===== config.mk =====
export PLATFORM = sky130hd
export DESIGN_NAME = branch_flag_unit
export DESIGN_NICKNAME = d
export VERILOG_FILES = /design/src/rtl/branch_flag_unit.sv
export SDC_FILE = /design/constraint.sdc
export NUM_CORES = 1
export LEC_CHECK = 0
export BUFFER_PORTS_ARGS = -buffer_cell sky130_fd_sc_hd__buf_2
export CORE_UTILIZATION = 50
export DETAILED_ROUTE_END_ITERATION = 16
export PLACE_DENSITY = 0.78
export RECOVER_POWER = 50
export SLEW_MARGIN = 20
export SYNTH_ARGS = -nofsm -noshare
export SYNTH_HDL_FRONTEND = slang
export SYNTH_SLANG_ARGS = --single-unit

===== constraint.sdc =====
create_clock -name clk -period 2.45 [get_ports clk]
set_input_delay 0.245 -clock clk [delete_from_list [all_inputs] [get_ports clk]]
set_output_delay 0.245 -clock clk [all_outputs]
set_load 0.005 [all_outputs]

===== src/rtl/branch_flag_unit.sv =====
// rtl/branch_flag_unit.sv - NZCV flag register, branch resolution, squash FSM and taken counter
//
// Latches ALU flags into an architectural NZCV register on flag-setting
// instructions, resolves B.cond / CBZ / CBNZ, kills the wrong-path
// instruction after a taken branch and counts taken branches.
//
// Ports:
//   clk          rising-edge clock
//   reset        asynchronous active-low reset
//   valid_in     EX-stage instruction valid
//   stall        pipeline hold
//   flush        pipeline flush (exception path)
//   setFlags     instruction writes NZCV
//   zero, negative, overflow, carryOut   ALU flags for the EX instruction
//   brType       00 none, 01 B.cond, 10 CBZ, 11 CBNZ
//   cond         B.cond condition code
//   taken        registered branch-taken decision
//   taken_valid  single-cycle pulse per accepted instruction
//   flags_q      architectural {N,Z,C,V}
//   squashing    high while the next instruction is to be killed
//   br_count     saturating count of taken branches
module branch_flag_unit #(
    parameter int CNT_W = 16
) (
    input  logic             clk,
    input  logic             reset,
    input  logic             valid_in,
    input  logic             stall,
    input  logic             flush,
    input  logic             setFlags,
    input  logic             zero,
    input  logic             negative,
    input  logic             overflow,
    input  logic             carryOut,
    input  logic [1:0]       brType,
    input  logic [3:0]       cond,
    output logic             taken,
    output logic             taken_valid,
    output logic [3:0]       flags_q,
    output logic             squashing,
    output logic [CNT_W-1:0] br_count
);

    typedef enum logic {
        IDLE   = 1'b0,
        SQUASH = 1'b1
    } state_t;

    state_t state, next_state;

    logic accept;
    logic cond_true;
    logic resolved;
    logic fn, fz, fc, fv;

    assign fn = flags_q[3];
    assign fz = flags_q[2];
    assign fc = flags_q[1];
    assign fv = flags_q[0];

    assign squashing = (state == SQUASH);
    assign accept    = valid_in & ~stall & ~flush & ~squashing;

    // B.cond looks at the registered flags; a flag-setting instruction and a
    // B.cond never share a cycle, so the pre-edge value is the right one.
    always_comb begin
        cond_true = 1'b0;
        case (cond)
            4'd0:    cond_true = fz;
            4'd1:    cond_true = ~fz;
            4'd2:    cond_true = fc;
            4'd3:    cond_true = ~fc;
            4'd4:    cond_true = fn;
            4'd5:    cond_true = ~fn;
            4'd6:    cond_true = fv;
            4'd7:    cond_true = ~fv;
            4'd8:    cond_true = fc & ~fz;
            4'd9:    cond_true = ~(fc & ~fz);
            4'd10:   cond_true = (fn == fv);
            4'd11:   cond_true = (fn != fv);
            4'd12:   cond_true = ~fz & (fn == fv);
            4'd13:   cond_true = ~(~fz & (fn == fv));
            default: cond_true = 1'b1;
        endcase
    end

    // CBZ/CBNZ pass the operand through the ALU, so they use the live zero flag.
    always_comb begin
        resolved = 1'b0;
        case (brType)
            2'b01:   resolved = cond_true;
            2'b10:   resolved = zero;
            2'b11:   resolved = ~zero;
            default: resolved = 1'b0;
        endcase
    end

    always_comb begin
        next_state = state;
        if (flush) begin
            next_state = IDLE;
        end else begin
            case (state)
                IDLE:    if (accept && resolved) next_state = SQUASH;
                SQUASH:  if (valid_in && !stall) next_state = IDLE;
                default: next_state = IDLE;
            endcase
        end
    end

    always_ff @(posedge clk or negedge reset) begin
        if (!reset) begin
            state <= IDLE;
        end else begin
            state <= next_state;
        end
    end

    always_ff @(posedge clk or negedge reset) begin
        if (!reset) begin
            taken       <= 1'b0;
            taken_valid <= 1'b0;
            flags_q     <= 4'b0000;
            br_count    <= '0;
        end else if (flush) begin
            taken       <= 1'b0;
            taken_valid <= 1'b0;
        end else if (accept) begin
            taken       <= resolved;
            taken_valid <= 1'b1;
            if (setFlags) begin
                flags_q <= {negative, zero, carryOut, overflow};
            end
            if (resolved && (br_count != {CNT_W{1'b1}})) begin
                br_count <= br_count + CNT_W'(1);
            end
        end else begin
            // Stalls and squash kills: decision holds, but it is no longer fresh.
            taken_valid <= 1'b0;
        end
    end

endmodule


# Word-level counts from Yosys, hierarchy flattened
# Cells that the tools add are included.
[word_totals] register_bits=23 out_inout_bits=23 elab_cells=58
[op_classes] add_sub_neg=1 n_eq_ne=19 muxes=10 n_bitwise=15 reduce_logical=8
[ops] cell="== test 4 bit, second input constant" count=6
[ops] cell="adder 16 x 1 -> 16 bit, second input constant" count=1
[ops] cell="== test 4 x 3 -> 1 bit, second input constant" count=4
[ops] cell="inequality test 16 bit, second input constant" count=1
[ops] cell="one-hot mux 1 bit (14 select lines)" count=1
[ops] cell="inverter 1 bit" count=10
[ops] cell="== test 4 x 2 -> 1 bit, second input constant" count=2
[ops] cell="two-way mux 1 bit" count=7
[ops] cell="AND reduction 3 bit" count=2
[ops] cell="bitwise AND 1 bit" count=5
[ops] cell="== test 2 bit, second input constant" count=2
[ops] cell="== test 4 x 1 -> 1 bit, second input constant" count=1
[ops] cell="logical NOT 4 bit" count=1
[ops] cell="logical AND 1 bit" count=3
[ops] cell="one-hot mux 1 bit (3 select lines)" count=1
[ops] cell="== test 2 x 1 -> 1 bit, second input constant" count=1
[ops] cell="one-hot mux 1 bit (2 select lines)" count=1
[ops] cell="nonzero test 2 bit" count=1
[ops] cell="== test 1 bit" count=1
[ops] cell="logical NOT 1 bit" count=1
[ops] cell="inequality test 1 bit" count=1

# Depth between registers and ports, before layout
[depth] word_depth=9 ltp_mapped=9 ltp_nobuf=6

# Worst setup path after synthesis
# No wires, ideal clock.
[synth_path] path_kind="register to register" from="reg flags_q[1]" to="reg br_count[15]" arrival_time_ps=1886 required_ps=2322 setup_slack_ps=437 path_stages_with_launch=8 period_less_slack_ps=2013 path_cell_list="dfrtp_1 or3b_1 a21oi_1 nor4bb_1 a311o_1 buf_6 nor3_1 mux2_1"
[synth_via] elab_chain_cells=6
[synth_rtl] element="from (decl)" line="39" text="output logic [3:0] flags_q,"
[synth_rtl] element="from (signal assigned)" line="132" text="flags_q <= {negative, zero, carryOut, overflow};"
[synth_rtl] element="bitwise AND 1 bit" line="77, 78"
[synth_rtl] element="inverter 1 bit" line="78" text="4'd9: cond_true = ~(fc & ~fz);"
[synth_rtl] element="one-hot mux 1 bit (14 select lines) (*)" line="68" text="case (cond)"
[synth_rtl] element="one-hot mux 1 bit (3 select lines) (*)" line="90" text="case (brType)"
[synth_rtl] element="logical AND 1 bit (*)" line="134" text="if (resolved && (br_count != {CNT_W{1'b1}})) begin"
[synth_rtl] element="AND reduction 3 bit (no line) (*)"
[synth_rtl] element="to (signal assigned)" line="135" text="br_count <= br_count + CNT_W'(1);"
[synth_rtl] element="to (decl)" line="41" text="output logic [CNT_W-1:0] br_count"
# Mark *: on every way between the ends. The rest lies on a longest branch, timed or not.
# A chain may end at the register's enable or synchronous reset.

# Final worst setup path
[layout_path] from="reg flags_q[1]" to="reg br_count[9]"
# The elaborated chain is that of the path after synthesis.

==> flow_metrics.py <==
metrics = {
    "synthesis": {
        "synth_top_family_by_area": "simple AND/OR/NAND/NOR gates",
        "async_flop_share": 1.00,
        "synthSimpleGateAreaFrac": 0.272,
        "yosysWarnings": 0,
        "ys_seq_area_frac": 0.444,
        "synth.distinct_cells": 34,
        "syn-num-nets": 135,
        "synthMuxAreaShare": 0.0521,
        "synth_compound_area_frac": 0.0492,
        "syn_avg_cell_area_sq_um": 11.0,
        "synth-seq-cells": 23,
        "synth_ff_type": "dfrtp_1",
        "yosys.area_share.adder": 0.00964,
        "syn_inst": 118,
        "synth_edf_count": 0,
        "synth-xor-area-share": 0.132,
        "synth_area_sq_um": 1300,
    },
    "critical_path": {
        "critPathCaptureType": "flop",
        "crit_type": "flop to flop",
        "reg2reg_from": "flags_q[1]$_DFFE_PN0P_",
        "crit_start": "flags_q[1]$_DFFE_PN0P_",
        "required_ns": 2.67,
        "startpoint_type": "flop",
        "crit_arrival_ns": 2.46,
        "cp_max_fo": 7,
    },
    "place": {
        "gp_congestion": 0.772,
        "place_area_sq_um": 1510,
        "dp_hpwl_um": 2030,
        "port_buffers": 38,
    },
    "detailed_routing": {
        "drtIter0Drc": 9,
        "drtPass1Iterations": 4,
        "remaining_drc_errors": 0,
        "vias": 1051,
        "vias_per_cell": 5.53,
        "ant_nets": 0,
        "wl_per_cell_um": 13.8,
        "routed_wirelength_um": 2620,
    },
    "clocking": {
        "h-tree-depth": 1,
        "clkLatencyLatePin_ns": 0.29,
        "root_buffer": "clkbuf_4",
        "numCtsBuffers": 3,
        "clockBufferDepth": 2,
        "clkTransAtPathRegs_ns": 0.12,
        "cts.sink_count": 23,
        "cts_tree": "yes",
        "cts_resized": 0,
    },
    "floorplan": {
        "dieHeight_um": 52.9,
        "dieWidth_um": 52.9,
        "initial_core_util": 0.529,
        "core_area_sq_um": 2450,
        "dieArea_sq_um": 2800,
        "rows": 18,
        "ios": 39,
    },
    "timing": {
        "drv_slew": 0,
        "period_share": 0.915,
        "setup_tns_ns": 0,
        "max_freq_mhz": 446,
        "fin_worst_skew_ns": 0.00719,
        "worst_pin_slew_ns": 1.18,
        "setup_violations": 0,
        "maxSlewHeadroom": 0.213,
        "hold_violations": 0,
        "period_minus_slack_ns": 2.24,
        "rsz0062_at_grt": "false",
    },
    "cells_and_area": {
        "area_delta_synth_final_pct": 18.2,
        "layout_common_cells": "32 x buf_2, 23 x dfrtp_1, 14 x xor2_1, 12 x nand2_1",
        "fin_area_sq_um": 1530,
        "fin_nets": 178,
        "drive_gt1_frac": 0.338,
        "diodes": 0,
        "final_common_cell": "buf_2",
    },
    "outcome": {
        "run_status": "complete, no violations",
    },
    "flow_run": {
        "drv_cap": 0,
    },
    "global_route": {
        "grt_use_total": 0.199,
        "grt_pass1_wl_um": 4040,
        "grt_pass1_vias": 997,
        "grt_max_degree": 24,
        "antenna_found_initial": 0,
        "grt_overflow": 0,
    },
    "power_and_ir_drop": {
        "power.internal_mw": 0.614,
        "seqPwrFrac": 0.560,
        "clkPwrFrac": 0.186,
        "comb_power_share": 0.253,
        "power.leakage_nw": 0.751,
        "swShare": 0.306,
        "peakVddDrop_uv": 467,
        "powerDensity_nw_per_um2": 577,
        "p_switching_mw": 0.270,
    },
    "worst_hold_path": {
        "hold_path_startpoint": "flush",
        "min_path_type": "input pin to flop",
    },
}
## through the flow
step	instances	hold WS, ns	util	worst slack [ns]	total power [mW]
5_1_grt	190	0.153	0.625	0.116	0.935
3_3_place_gp	185	0.236	0.613	0.347	0.716
6_report	190	0.165	0.625	0.208	0.885
4_1_cts	190	0.152	0.628	0.242	0.894
3_5_place_dp	185	0.244	0.613	0.232	0.727
2_1_floorplan	118	-0.0506	-	0.437	0.627
## final timing paths
path,cells after the start,to,slack (ns)
worst max-delay path,7,br_count[9]$_DFFE_PN0P_,0.21
worst min-delay path,2,taken_valid$_DFF_PN0_,0.17
worst max register to register,7,br_count[9]$_DFFE_PN0P_,0.21
worst min register to register,1,br_count[8]$_DFFE_PN0P_,0.50
max in group asynchronous,2,br_count[1]$_DFFE_PN0P_,1.04
min in group asynchronous,2,br_count[12]$_DFFE_PN0P_,0.71
## flip-flops by register name, summed over array words and instances, names as in the netlist
| name | count |
|---|---|
| br_count | 16 |
| flags_q | 4 |
| squashing | 1 |
| taken | 1 |
| taken_valid | 1 |
## final cells by class
cell class                 count  area, sq um
clock buffer                   4         26.3
fill                         211          921
inverter                       1         3.75
multi-input combinational     89          668
sequential                    23          576
tap                           30         37.5
timing repair buffer          43          223
## cell usage after synthesis, types with 2 or more instances
cell type   n  area share
o21ai_0     2      0.0077
nand3_1     7       0.027
nand4_1     2      0.0096
nor3_1      6       0.023
mux2_1      2       0.017
nand2_1    12       0.035
and3_1      2      0.0096
buf_6       4       0.035
nor3_2      7       0.054
nand3b_1    3       0.017
mux2_2      4       0.035
xnor2_1     3       0.020
xor2_1     14       0.095
nand2b_1    3       0.014
nor4_2      3       0.029
nor2_1      4       0.012
dfrtp_1    23        0.44
## timing repair
item                                   in CTS  in global routing
endpoints found under the hold margin      23                  0
buffers inserted                            0                  0
hold buffers                                1                  0
## worst max-delay path: stages, from the launching register on
cell      delay (ns)
dfrtp_1         0.42
or3b_1          0.36
a21oi_1         0.15
nor4bb_1        0.07
a311o_1         0.39
buf_4           0.21
nor4_2          0.36
xor2_1          0.20
## layer usage
layer,vias to the layer above,share of wire,global-route usage
li1,504,-,-
met1,510,0.43,0.251
met2,31,0.51,0.342
met3,6,0.042,0.0259
met4,0,0.017,0.0746
met5,-,0,0
## power groups by stage
stage | Combinational (mW) | Sequential, mW | Clock (mW)
finish | 0.224 | 0.496 | 0.165
floorplan | 0.129 | 0.498 | 0
global route | 0.246 | 0.503 | 0.187
detailed placement | 0.225 | 0.503 | 0
CTS | 0.228 | 0.495 | 0.171
global placement | 0.218 | 0.498 | 0
## kinds of logic (layout without fill, tap and decap cells)
logic type / after synthesis / count (layout)
compound gates: 9 / 9
buf+inv: 6 / 48
xor+xnor: 18 / 18
simple gates: 55 / 55
flops: 23 / 23
mux: 6 / 6
fa+ha+maj: 1 / 1
Note: power is estimated with default switching activity, not from simulation.
